<file path="config.mk">
export PLATFORM = sky130hd
export DESIGN_NAME = exm_stack_sequencer
export DESIGN_NICKNAME = d
export VERILOG_FILES = /design/src/rtl/exm_stack_sequencer.sv
export SDC_FILE = /design/constraint.sdc
export NUM_CORES = 1
export LEC_CHECK = 0
export CAP_MARGIN = 20
export CORE_UTILIZATION = 43
export CTS_BUF_LIST = sky130_fd_sc_hd__clkbuf_16
export CTS_CLUSTER_DIAMETER = 200
export DETAILED_ROUTE_END_ITERATION = 10
export PLACE_DENSITY = 0.73
export REMOVE_ABC_BUFFERS = 1
export SYNTH_ARGS = -nofsm -noshare
export SYNTH_HDL_FRONTEND = slang
export SYNTH_SLANG_ARGS = --single-unit
</file>
<file path="constraint.sdc">
create_clock -name i_clk -period 3.6 [get_ports i_clk]
set_input_delay 0.36 -clock i_clk [delete_from_list [all_inputs] [get_ports i_clk]]
set_output_delay 0.36 -clock i_clk [all_outputs]
set_load 0.01 [all_outputs]
</file>
<file path="src/rtl/exm_stack_sequencer.sv">
`default_nettype none
// ============================================================================
// Module   : exm_stack_sequencer
// Brief    : Handshaked stack engine for the execute-memory stage. Runs
//            PUSH / POP / CALL / RET against a synchronous-read data memory,
//            keeps the stack pointer, rejects overflowing/underflowing
//            operations and returns popped data, PC and flags.
// Revision : 1.0 - initial release
// ============================================================================
module exm_stack_sequencer #(
    parameter int                DATA_W      = 16,
    parameter int                ADDR_W      = 16,
    parameter int                PC_WORDS    = 2,
    parameter logic [ADDR_W-1:0] SP_RESET    = {ADDR_W{1'b1}},
    parameter logic [ADDR_W-1:0] STACK_LIMIT = '0,
    parameter bit                SAVE_FLAGS  = 1'b1
) (
    input  logic                       i_clk,
    input  logic                       i_reset,
    input  logic                       i_req_valid,
    output logic                       o_req_ready,
    input  logic [1:0]                 i_op,
    input  logic [DATA_W-1:0]          i_data,
    input  logic [DATA_W*PC_WORDS-1:0] i_pc,
    input  logic [2:0]                 i_flags,
    output logic [ADDR_W-1:0]          o_mem_addr,
    output logic [DATA_W-1:0]          o_mem_wdata,
    output logic                       o_mem_we,
    output logic                       o_mem_re,
    input  logic [DATA_W-1:0]          i_mem_rdata,
    output logic [DATA_W-1:0]          o_rdata,
    output logic [DATA_W*PC_WORDS-1:0] o_pc,
    output logic [2:0]                 o_flags,
    output logic                       o_flags_load,
    output logic                       o_done,
    output logic                       o_overflow,
    output logic                       o_underflow,
    output logic [ADDR_W-1:0]          o_sp
);

    localparam int                c_PC_W     = DATA_W * PC_WORDS;
    localparam int                c_CNT_W    = (PC_WORDS > 1) ? $clog2(PC_WORDS) : 1;
    localparam logic [c_CNT_W-1:0] c_CNT_LAST = c_CNT_W'(PC_WORDS - 1);
    localparam logic [ADDR_W:0]   c_N_PC     = (ADDR_W + 1)'(PC_WORDS);
    localparam logic [ADDR_W:0]   c_N_ONE    = (ADDR_W + 1)'(1);

    typedef enum logic [2:0] {
        S_IDLE    = 3'd0,
        S_WRITE   = 3'd1,
        S_READ    = 3'd2,
        S_CAPTURE = 3'd3,
        S_DONE    = 3'd4
    } state_t;

    state_t              r_state;
    logic [ADDR_W-1:0]   r_sp;
    logic [c_CNT_W-1:0]  r_cnt;
    logic [c_CNT_W-1:0]  r_last;
    logic                r_multi;
    logic [c_PC_W-1:0]   r_wbuf;
    logic [c_PC_W-1:0]   r_rbuf;

    logic [ADDR_W:0]     w_n;
    logic [ADDR_W:0]     w_sp_ext;
    logic [ADDR_W:0]     w_room;
    logic                w_ovf;
    logic                w_unf;
    logic [c_CNT_W-1:0]  w_cnt_m1;
    logic [c_PC_W-1:0]   w_call_word;
    logic [c_PC_W-1:0]   w_ret_pc;
    logic [2:0]          w_ret_flags;

    // Limit checks in ADDR_W+1 bits; op[0]=0 is push-type, op[1]=1 is multi-word.
    assign w_n      = i_op[1] ? c_N_PC : c_N_ONE;
    assign w_sp_ext = {1'b0, r_sp};
    assign w_room   = w_sp_ext - {1'b0, STACK_LIMIT} + c_N_ONE;
    assign w_ovf    = ~i_op[0] & (w_room < w_n);
    assign w_unf    = i_op[0] & ((w_sp_ext + w_n) > {1'b0, SP_RESET});
    assign w_cnt_m1 = r_cnt - c_CNT_W'(1);

    assign o_req_ready = (r_state == S_IDLE);
    assign o_sp        = r_sp;

    // CALL image: flags replace the top three PC bits when saving is enabled.
    always_comb begin
        w_call_word = i_pc;
        if (SAVE_FLAGS) begin
            w_call_word[c_PC_W-1 -: 3] = i_flags;
        end
    end

    // RET image: the last word arrives straight from memory; split flags off the top.
    always_comb begin
        w_ret_pc                      = r_rbuf;
        w_ret_pc[c_PC_W-1 -: DATA_W]  = i_mem_rdata;
        w_ret_flags                   = 3'b000;
        if (SAVE_FLAGS) begin
            w_ret_flags                = w_ret_pc[c_PC_W-1 -: 3];
            w_ret_pc[c_PC_W-1 -: 3]    = 3'b000;
        end
    end

    // Sequencer: request acceptance, memory strobes, SP update and result registers.
    always_ff @(posedge i_clk or negedge i_reset) begin
        if (!i_reset) begin
            r_state      <= S_IDLE;
            r_sp         <= SP_RESET;
            r_cnt        <= '0;
            r_last       <= '0;
            r_multi      <= 1'b0;
            r_wbuf       <= '0;
            r_rbuf       <= '0;
            o_mem_addr   <= '0;
            o_mem_wdata  <= '0;
            o_mem_we     <= 1'b0;
            o_mem_re     <= 1'b0;
            o_rdata      <= '0;
            o_pc         <= '0;
            o_flags      <= 3'b000;
            o_flags_load <= 1'b0;
            o_done       <= 1'b0;
            o_overflow   <= 1'b0;
            o_underflow  <= 1'b0;
        end else begin
            o_mem_we     <= 1'b0;
            o_mem_re     <= 1'b0;
            o_done       <= 1'b0;
            o_overflow   <= 1'b0;
            o_underflow  <= 1'b0;
            o_flags_load <= 1'b0;
            case (r_state)
                S_IDLE: begin
                    if (i_req_valid) begin
                        r_multi <= i_op[1];
                        if (w_ovf) begin
                            o_overflow <= 1'b1;
                            r_state    <= S_DONE;
                        end else if (w_unf) begin
                            o_underflow <= 1'b1;
                            r_state     <= S_DONE;
                        end else if (!i_op[0]) begin
                            // Highest PC word goes first so word 0 ends up on top.
                            o_mem_we    <= 1'b1;
                            o_mem_addr  <= r_sp;
                            o_mem_wdata <= i_op[1] ? w_call_word[c_PC_W-1 -: DATA_W] : i_data;
                            r_wbuf      <= w_call_word;
                            r_cnt       <= i_op[1] ? c_CNT_LAST : '0;
                            r_sp        <= r_sp - ADDR_W'(1);
                            o_done      <= ~i_op[1] | (PC_WORDS == 1);
                            r_state     <= S_WRITE;
                        end else begin
                            o_mem_re    <= 1'b1;
                            o_mem_addr  <= r_sp + ADDR_W'(1);
                            r_sp        <= r_sp + ADDR_W'(1);
                            r_cnt       <= '0;
                            r_last      <= i_op[1] ? c_CNT_LAST : '0;
                            r_state     <= S_READ;
                        end
                    end
                end
                S_WRITE: begin
                    if (r_cnt != '0) begin
                        o_mem_we    <= 1'b1;
                        o_mem_addr  <= r_sp;
                        o_mem_wdata <= r_wbuf[w_cnt_m1*DATA_W +: DATA_W];
                        r_sp        <= r_sp - ADDR_W'(1);
                        r_cnt       <= w_cnt_m1;
                        o_done      <= (w_cnt_m1 == '0);
                    end else begin
                        r_state <= S_IDLE;
                    end
                end
                S_READ: begin
                    // Data for the read issued last cycle is on i_mem_rdata now.
                    if (r_cnt != '0) begin
                        r_rbuf[w_cnt_m1*DATA_W +: DATA_W] <= i_mem_rdata;
                    end
                    if (r_cnt != r_last) begin
                        o_mem_re   <= 1'b1;
                        o_mem_addr <= r_sp + ADDR_W'(1);
                        r_sp       <= r_sp + ADDR_W'(1);
                        r_cnt      <= r_cnt + c_CNT_W'(1);
                    end else begin
                        r_state <= S_CAPTURE;
                    end
                end
                S_CAPTURE: begin
                    o_done  <= 1'b1;
                    r_state <= S_DONE;
                    if (r_multi) begin
                        o_pc <= w_ret_pc;
                        if (SAVE_FLAGS) begin
                            o_flags      <= w_ret_flags;
                            o_flags_load <= 1'b1;
                        end
                    end else begin
                        o_rdata <= i_mem_rdata;
                    end
                end
                S_DONE: begin
                    r_state <= S_IDLE;
                end
                default: begin
                    r_state <= S_IDLE;
                end
            endcase
        end
    end

endmodule
`default_nettype wire

</file>
# Word-level counts from Yosys, hierarchy flattened
# Cells that the tools add are included.
# classes
multipliers	0
n_lt_le_gt_ge	2
n_div	0
n_mux	64
reduce_logical	13
shift	3
bitwise_logic	8
addsub	7
n_eq_ne	12
# ops
cell	n
2-to-1 mux 16 bit	17
one-hot mux 16 bit (3 select lines)	2
negator 5 -> 34 bit	1
variable shift 16 x 34 -> 32 bit (first input constant)	1
indexed part select 16 x 34 -> 32 bit	1
bitwise mux 32 bit	1
one-hot mux 16 bit (2 select lines)	1
indexed part select 32 x 6 -> 16 bit	1
2-to-1 mux 1 bit	31
adder 16 x 1 -> 17 bit (second input constant)	1
adder 16 x 2 -> 17 bit	1
> comparator 17 x 16 -> 1 bit (second input constant)	1
less-than comparator 17 x 2 -> 1 bit	1
adder 16 x 1 -> 16 bit (second input constant)	1
inequality test 2 bit (second input constant)	8
subtractor 16 x 1 -> 16 bit (second input constant)	1
2-to-1 mux 3 bit	5
AND reduction 5 bit	3
one-hot mux 3 bit (4 select lines)	1
AND reduction 6 bit	2
AND reduction 2 bit	4
== test 3 x 2 -> 1 bit (second input constant)	2
NOT 1 bit	6
one-hot mux 1 bit (3 select lines)	2
other kinds (11)	14
# totals
latch_bits	0
mem_count	0
rom_bits	0
in_bits	72
mem_bits_rw	0
wordCells	127
reg_bits	172
out_inout_bits	106

# Logic depth before layout (Yosys ltp)
# Gate-level depths: netlist of run 1.
# depth
ltp_word	8
mapped_depth	13
depth_no_buf	10

# Least setup slack after synthesis of run 1
# OpenSTA, ideal clock, no wires.
# synth_path
path_type	reg-to-reg
startpoint	register r_sp[0], in the netlist o_sp[0]
endpoint	register o_mem_addr[0]
path_stages_with_launch	13
required_time_ns	3.475
arrival_time_ns	3.400
slack_ns	0.075
path_cell_list	dfstp_2 -> buf_2 -> inv_1 -> ha_1 -> ha_1 -> a21oi_1 -> nand3_1 -> or4_4 -> nor4_4 -> a21oi_2 -> or2_1 -> buf_6 -> mux2_4
# synth_via
elab_chain_cells	6
word_cells_on_any_way	17
cone_classes	add/sub: 3; order compare: 2; eq/ne: 2; mux: 7; bitwise: 2; reduce/logical: 1
# synth_rtl
item	line	text
start, declared	56	logic [ADDR_W-1:0] r_sp;
start signal, assigned	148	r_sp <= r_sp - ADDR_W'(1);
start signal, assigned	154	r_sp <= r_sp + ADDR_W'(1);
start signal, assigned	166	r_sp <= r_sp - ADDR_W'(1);
branches (longest 6 deep; another with adder 16 x 2 -> 17 bit)	n/a	
end signal, assigned	144	o_mem_addr <= r_sp;
end signal, assigned	153	o_mem_addr <= r_sp + ADDR_W'(1);
end signal, assigned	164	o_mem_addr <= r_sp;
end, declared	26	output logic [ADDR_W-1:0] o_mem_addr,
# Several ways; the timed one is not identified. The select of a mux whose other input is x is not followed.
# A chain may end at the register's enable or synchronous reset.

# Final worst setup path of run 1
# layout_path
startpoint	register r_sp[0], in the netlist o_sp[0]
endpoint	register o_mem_wdata[10]
# layout_via
elab_chain_cells	5
word_cells_on_any_way	9
cone_classes	add/sub: 2; order compare: 2; eq/ne: 2; bitwise: 2; reduce/logical: 1
# layout_rtl
item	line	text
adder 16 x 2 -> 17 bit or adder 16 x 1 -> 17 bit (tied branches)	78, 76	
> comparator 17 x 16 -> 1 bit or less-than comparator 17 x 2 -> 1 bit (tied branches)	78, 77	
AND 1 bit (on tied branches)	78, 77	
inequality test 2 bit (no source line)	n/a	
AND reduction 6 bit (no source line) (*)	n/a	
end signal, assigned	145	o_mem_wdata <= i_op[1] ? w_call_word[c_PC_W-1 -: DATA_W] : i_data;
end signal, assigned	165	o_mem_wdata <= r_wbuf[w_cnt_m1*DATA_W +: DATA_W];
end, declared	27	output logic [DATA_W-1:0] o_mem_wdata,
# Mark *: on every way between the ends. The rest lies on a longest branch, timed or not.

==> reports/qor.txt, run 1 <==
Worst Reg2Reg Path Length in Cells: 11
Cell Rows: 47
via density per instance: 5.25
XOR/XNOR Fraction of Synth Area: 3.50%
synthesis-stage register bit count: 156
max_cap viols: 0
Seq. cell area: 3920 um^2
fin crit period: 3340 ps
gpl congestion: 0.801
Leak: 0.00439 uW
Area Overhead vs Synth: 33.4%
commonest non-fill, non-tap cell in the layout: clkdlybuf4s50_1
crit share post-route: 92.7%
DIE WIDTH: 134 um
Synth area leaders: dfrtp_1 47%, mux2_2 9.0%, nand2_1 7.0%
Mapped Area: 7510 um^2
critical path arrival: 3640 ps
setup TNS: 0 ps
CP most frequent cell: ha_1
area post-placement: 9430 um^2
r2r endpoint: o_mem_wdata[10]
H-tree Lvls: 4
initial antenna violation count: 0
routed via count: 5,745
Root Buffer: clkbuf_16
final layout net count: 938
Main synth FF type: dfrtp_1
vias in the first global route: 5,518
Sink Count: 156
I/O pin total: 178
crit-path cells: inv_1 -> ha_1 -> ha_1 -> a21oi_1 -> nand3_1 -> or4_4 -> nor4_4 -> buf_4 -> a21oi_4 -> a21oi_2 -> mux2_2
synth unique cells: 60
die area: 18,000 um^2
headroom to the max-slew limit: 34.5%
Final ANT Viol Nets: 0
PortBufs: 171
Synth async-reset ratio: 100%
Critical Path Source Type: flip-flop
crit-path max FO: 5
WL/cell: 16.1 um
final core utilization: 59.6%
# setup viols final: 0
Multi-input gate area: 3270 um^2
core area: 16,800 um^2
hold_sp: r_rbuf[12]
Worst Skew: 8.23 ps
CP Capture Type: flip-flop
post-synthesis sequential area ratio: 52.2%
count of yosys warnings during synthesis: 0
post-synth top area cell: dfrtp_1
Hold WS: 462 ps
largest stage delay on the critical path: 550 ps
die height: 134 um
diodes inserted: 0
largest family of logic cells by synthesized area: multiplexers
total grt overflow: 0
Fin. Hold Viols: 0
Detailed Route Iter0 Violations: 286
HPWL after DPL: 11,900 um
required time worst endpoint: 3900 ps
share of cells above drive strength 1: 17.2%
post-route cell area: 10,000 um^2
largest net degree at the start of global routing: 84
flop-to-flop setup slack: 260 ps
WHS Path Cells: 2
hold endpoint: o_pc[12]
TritonCTS buffer count: 17
Post-synth EDFFs: 0
Fmax achieved: 300 MHz
Mean Syn Cell Area: 10.7 um^2
Syn Inst Count: 701
Worst VDD drop: 0.000494 V
status: finished, final reports clean
unrepaired setup endpoints after global routing: false
drt drc: 0
Initial Utilization: 44.7%
total power: 9260 uW
Max Slew Vio Count: 0
CTS tree: done
worst slew pin tran: 982 ps
post-synth top area share: 46.6%
multiplexer area fraction after synthesis: 15.5%
drt first pass iters: 5
Adder-Cell Fraction of Synth Area: 0.933%
critical path class: flip-flop to flip-flop
gr usage total: 20.5%
power per cell area: 924 nW/um^2
worst-skew pair later-pin latency: 420 ps
clock buffer depth: 2
clk slew on worst S/H paths: 60 ps
most frequent cells in the layout: 170 x clkdlybuf4s50_1, 140 x nand2_1, 140 x dfrtp_1
first-pass GRT wire length: 28,900 um
Fillers: 1,445
worst min path class: flip-flop to flip-flop
RR Startpoint: o_sp[0]
Critical-path top delay cell: or4_4
final WL: 17,600 um
Synth Area in Compound Gates: 8.36%
simple-gate area share of the yosys netlist: 14.9%
## power breakdown
group	total, uW	switching, uW	leakage, uW	internal [uW]
Clock	1770	740	0.000282	1030
Combinational	4180	1880	0.00225	2300
Sequential	3310	632	0.00186	2670
Total	9260	3250	0.00439	6000
## state kept, by name, summed over array words and instances (netlist names)
register / flops
o_flags_load: 1
r_multi: 1
o_mem_we: 1
o_pc: 29
o_mem_addr: 16
r_wbuf: 32
r_state: 3
o_flags: 3
o_mem_re: 1
o_underflow: 1
o_sp: 16
o_mem_wdata: 16
r_last: 1
r_rbuf: 16
o_rdata: 16
r_cnt: 1
o_overflow: 1
o_done: 1
## through the flow
stage | setup slack, ps | std cells
3_5_place_dp | 99.0 | 1061
6_report | 263 | 1094
3_3_place_gp | 130 | 1061
5_1_grt | 32.6 | 1094
4_1_cts | 222 | 1094
2_1_floorplan | -1300 | 653
## worst max-delay path: cells and delay by family, from the launching register on
family | cells | cell delay (ps)
buffers and inverters | 2 | 260
AOI/OAI and AO/OA | 3 | 500
muxes | 1 | 370
and+or+nand+nor | 3 | 970
DFF | 1 | 530
adders and majority gates | 2 | 630
## cell families (layout without fill, tap and decap cells)
group / count (synthesis) / count (layout)
muxes: 101 / 101
and+or+nand+nor: 242 / 242
xor gates and xnor gates: 30 / 30
other: 1 / 3
adders and majority gates: 5 / 5
AOI/OAI and AO/OA: 91 / 91
DFF: 156 / 156
buffers and inverters: 75 / 246
## routing by layer
metal	wire length, um	GRT usage [%]	share of wire [%]	vias to the layer above
li1	-	-	-	2724
met1	8130	28.2	46	2826
met2	8280	32.4	47	177
met3	972	4.46	5.5	18
met4	217	6.18	1.2	0
met5	0	0	0	-
## cells in the mapped netlist (4+ instances only)
master    count
a211oi_1      4
a21o_1        4
a21oi_1      11
a221oi_1     13
and3_1        4
buf_2        14
buf_4         6
clkbuf_1     24
dfrtp_1     140
dfstp_2      16
ha_1          4
inv_1        25
mux2_1        8
mux2_2       60
mux2_4       14
mux2i_1      19
nand2_1     140
nand2b_1      6
nand3_1       7
nand4_1       7
nor2_1       35
nor2b_1       5
nor3_1        9
o21ai_0      18
o22ai_1       8
o31ai_1      16
or3_1         5
xnor2_1      22
xor2_1        8
## worst max-delay path by stage
stage | slack, ps | endpoint | from
6_report | 260 | o_mem_wdata[10] | o_sp[0]
5_1_grt | 30 | o_mem_wdata[12] | o_sp[0]
3_5_place_dp | 100 | o_mem_wdata[10] | i_op[1]
2_1_floorplan | -1300 | o_mem_wdata[10] | o_sp[2]
3_3_place_gp | 130 | o_mem_wdata[9] | i_op[1]
4_1_cts | 220 | o_mem_wdata[10] | o_sp[0]
## area by class of cell
type,count,area share [%]
Clock buffer,17,4.24
Clock inverter,15,1.60
Inverter,25,0.936
Multi-Input combinational cell,472,32.6
Sequential cell,156,39.1
Tap cell,220,2.75
Timing Repair Buffer,189,18.7
## what timing repair did
action / 4_1_cts / 5_1_grt
hold endpoints to repair: 9 / 0
resized for setup: 0 / 0
setup buffers: 0 / 0
endpoints found under the setup margin: 0 / 0
hold buffers: 1 / 0
(Power assumes the default switching activity.)
==> run 2, diff against run 1 <==
- PLACE_DENSITY: 0.73 -> default
- PLACE_DENSITY_LB_ADDON: default -> 0.2
==> reports/qor.txt, run 2 (same netlist as run 1, synthesis figures left out) <==
DIE WIDTH: 134 um (unchanged)
CTS tree: done
most frequent cells in the layout: 170 x clkdlybuf4s50_1, 140 x nand2_1, 140 x dfrtp_1
final layout net count: 941 (+0.32%)
worst slew pin tran: 1000 ps (+20.9 ps)
unrepaired setup endpoints after global routing: false
Fin. Hold Viols: 0 (unchanged)
TritonCTS buffer count: 17 (unchanged)
total grt overflow: 0 (unchanged)
crit-path max FO: 15 (+10)
gr usage total: 20.9% (+0.42 points)
crit share post-route: 93.3% (+0.62 points)
Critical-path top delay cell: or4_4
Area Overhead vs Synth: 33.4% (about the same)
largest stage delay on the critical path: 550 ps (about the same)
Sink Count: 156 (unchanged)
crit-path cells: inv_1 -> ha_1 -> ha_1 -> a21oi_1 -> nand3_1 -> or4_4 -> nor4_4 -> a21oi_2 -> or2_1 -> buf_4 -> mux2_4
max FFs per register: 32 (unchanged)
required time worst endpoint: 3900 ps (about the same)
CP most frequent cell: ha_1
CP Capture Type: flip-flop
core area: 16,800 um^2 (unchanged)
HPWL after DPL: 12,600 um (+5.6%)
Worst path top cell family by delay: simple AND/OR/NAND/NOR gates
share of cells above drive strength 1: 17.6% (+0.40 points)
Initial Utilization: 44.7% (unchanged)
worst-skew pair later-pin latency: 420 ps (about the same)
headroom to the max-slew limit: 33.1% (-1.4 points)
Root Buffer: clkbuf_16
PortBufs: 171 (unchanged)
I/O pin total: 178 (unchanged)
Post-Layout Cell Count: 1,097 (+0.27%)
# setup viols final: 0 (unchanged)
routed via count: 5,755 (+0.17%)
register name with the most flops: r_wbuf
Worst VDD drop: 0.000440 V (-11%)
final WL: 18,000 um (+2.2%)
first-pass GRT wire length: 29,500 um (+2.1%)
Cell Rows: 47 (unchanged)
initial antenna violation count: 0 (unchanged)
Final ANT Viol Nets: 0 (unchanged)
Bufs and invs on worst path: 2 (unchanged)
H-tree Lvls: 4 (unchanged)
commonest non-fill, non-tap cell in the layout: clkdlybuf4s50_1
diodes inserted: 0 (unchanged)
die height: 134 um (unchanged)
max_cap viols: 0 (unchanged)
drt drc: 0 (unchanged)
WL/cell: 16.4 um (+1.9%)
via density per instance: 5.25 (about the same)
largest net degree at the start of global routing: 72 (-14%)
clk slew on worst S/H paths: 70 ps (about the same)
gpl congestion: 0.872 (+8.9%)
critical path class: flip-flop to flip-flop
drt first pass iters: 5 (unchanged)
power per cell area: 923 nW/um^2 (about the same)
Fillers: 1,414 (-2.1%)
Fmax achieved: 298 MHz (-0.67%)
Multi-input gate area: 3280 um^2 (+0.23%)
status: finished, final reports clean
Max Slew Vio Count: 0 (unchanged)
Detailed Route Iter0 Violations: 302 (+5.6%)
post-placement cell count: 1,064 (+0.28%)
vias in the first global route: 5,812 (+5.3%)
worst min path class: flip-flop to flip-flop
Seq. cell area: 3920 um^2 (unchanged)
critical path arrival: 3660 ps (+20 ps)
Critical Path Source Type: flip-flop
Leak: 0.00439 uW (+0.13%)
die area: 18,000 um^2 (unchanged)
fin crit period: 3360 ps (+22.4 ps)
Worst Skew: 9.16 ps (+0.929 ps)
clock buffer depth: 2 (unchanged)
Largest regs: r_wbuf (32), o_pc (29)
setup TNS: 0 ps (unchanged)
final core utilization: 59.6% (about the same)
==> run 2: final cells by class <==
cell class / count / area share (%)
clock buffers: 17 / 4.24
flip-flops and latches: 156 / 39.2
multi-input cells: 472 / 32.7
inverters: 25 / 0.936
clock inverters: 15 / 1.52
well taps: 220 / 2.75
repair buffers: 192 / 18.7
==> run 2: timing repair <==
| action | CTS | global route |
|---|---|---|
| resized for setup | 0 | 1 |
| hold buffers | 1 | 0 |
| endpoints found under the setup margin | 0 | 9 |
| setup buffers | 0 | 0 |
| endpoints found under the hold margin | 66 | 0 |
==> run 2: through the flow <==
step	setup WS, ps	cell area [um^2]	total power [uW]	hold slack (ps)
after global placement	175	9430	7410	394
after global routing	53.1	10000	9870	494
final	241	10000	9250	465
after CTS	122	10000	9320	466
after detailed placement	96.9	9430	7560	408
after floorplan	-1300	7280	5600	64.4
==> run 2: path summary, 6_finish.rpt <==
kind	slack [ps]	endpoint	depth (start not counted)	startpoint
max	240	o_mem_addr[12]	11	o_sp[0]
min	460	o_pc[13]	2	r_rbuf[13]
max reg2reg	240	o_mem_addr[12]	11	o_sp[0]
min reg2reg	460	o_pc[13]	2	r_rbuf[13]
max in group asynchronous	2160	o_sp[5]	3	i_reset
min in group asynchronous	510	o_pc[18]	2	i_reset
==> run 2: report_power, final <==
part           switching, uW  internal [uW]  total, uW
logic                   1910           2300       4210
registers                649           2670       3320
clock network            800            919       1720
==> run 2: metal layers <==
| metal | global-route usage, % | routed length, um | part of all wire, % |
|---|---|---|---|
| met1 | 28.4 | 8190 | 46 |
| met2 | 32.7 | 8490 | 47 |
| met3 | 3.82 | 927 | 5.2 |
| met4 | 9.24 | 364 | 2.0 |
| met5 | 0 | 0 | 0 |
==> run 2: worst min-delay path, stage by stage, from the launching register on <==
cell	delay (ps)
dfrtp_1	340
nand2_1	50
nand2_1	50
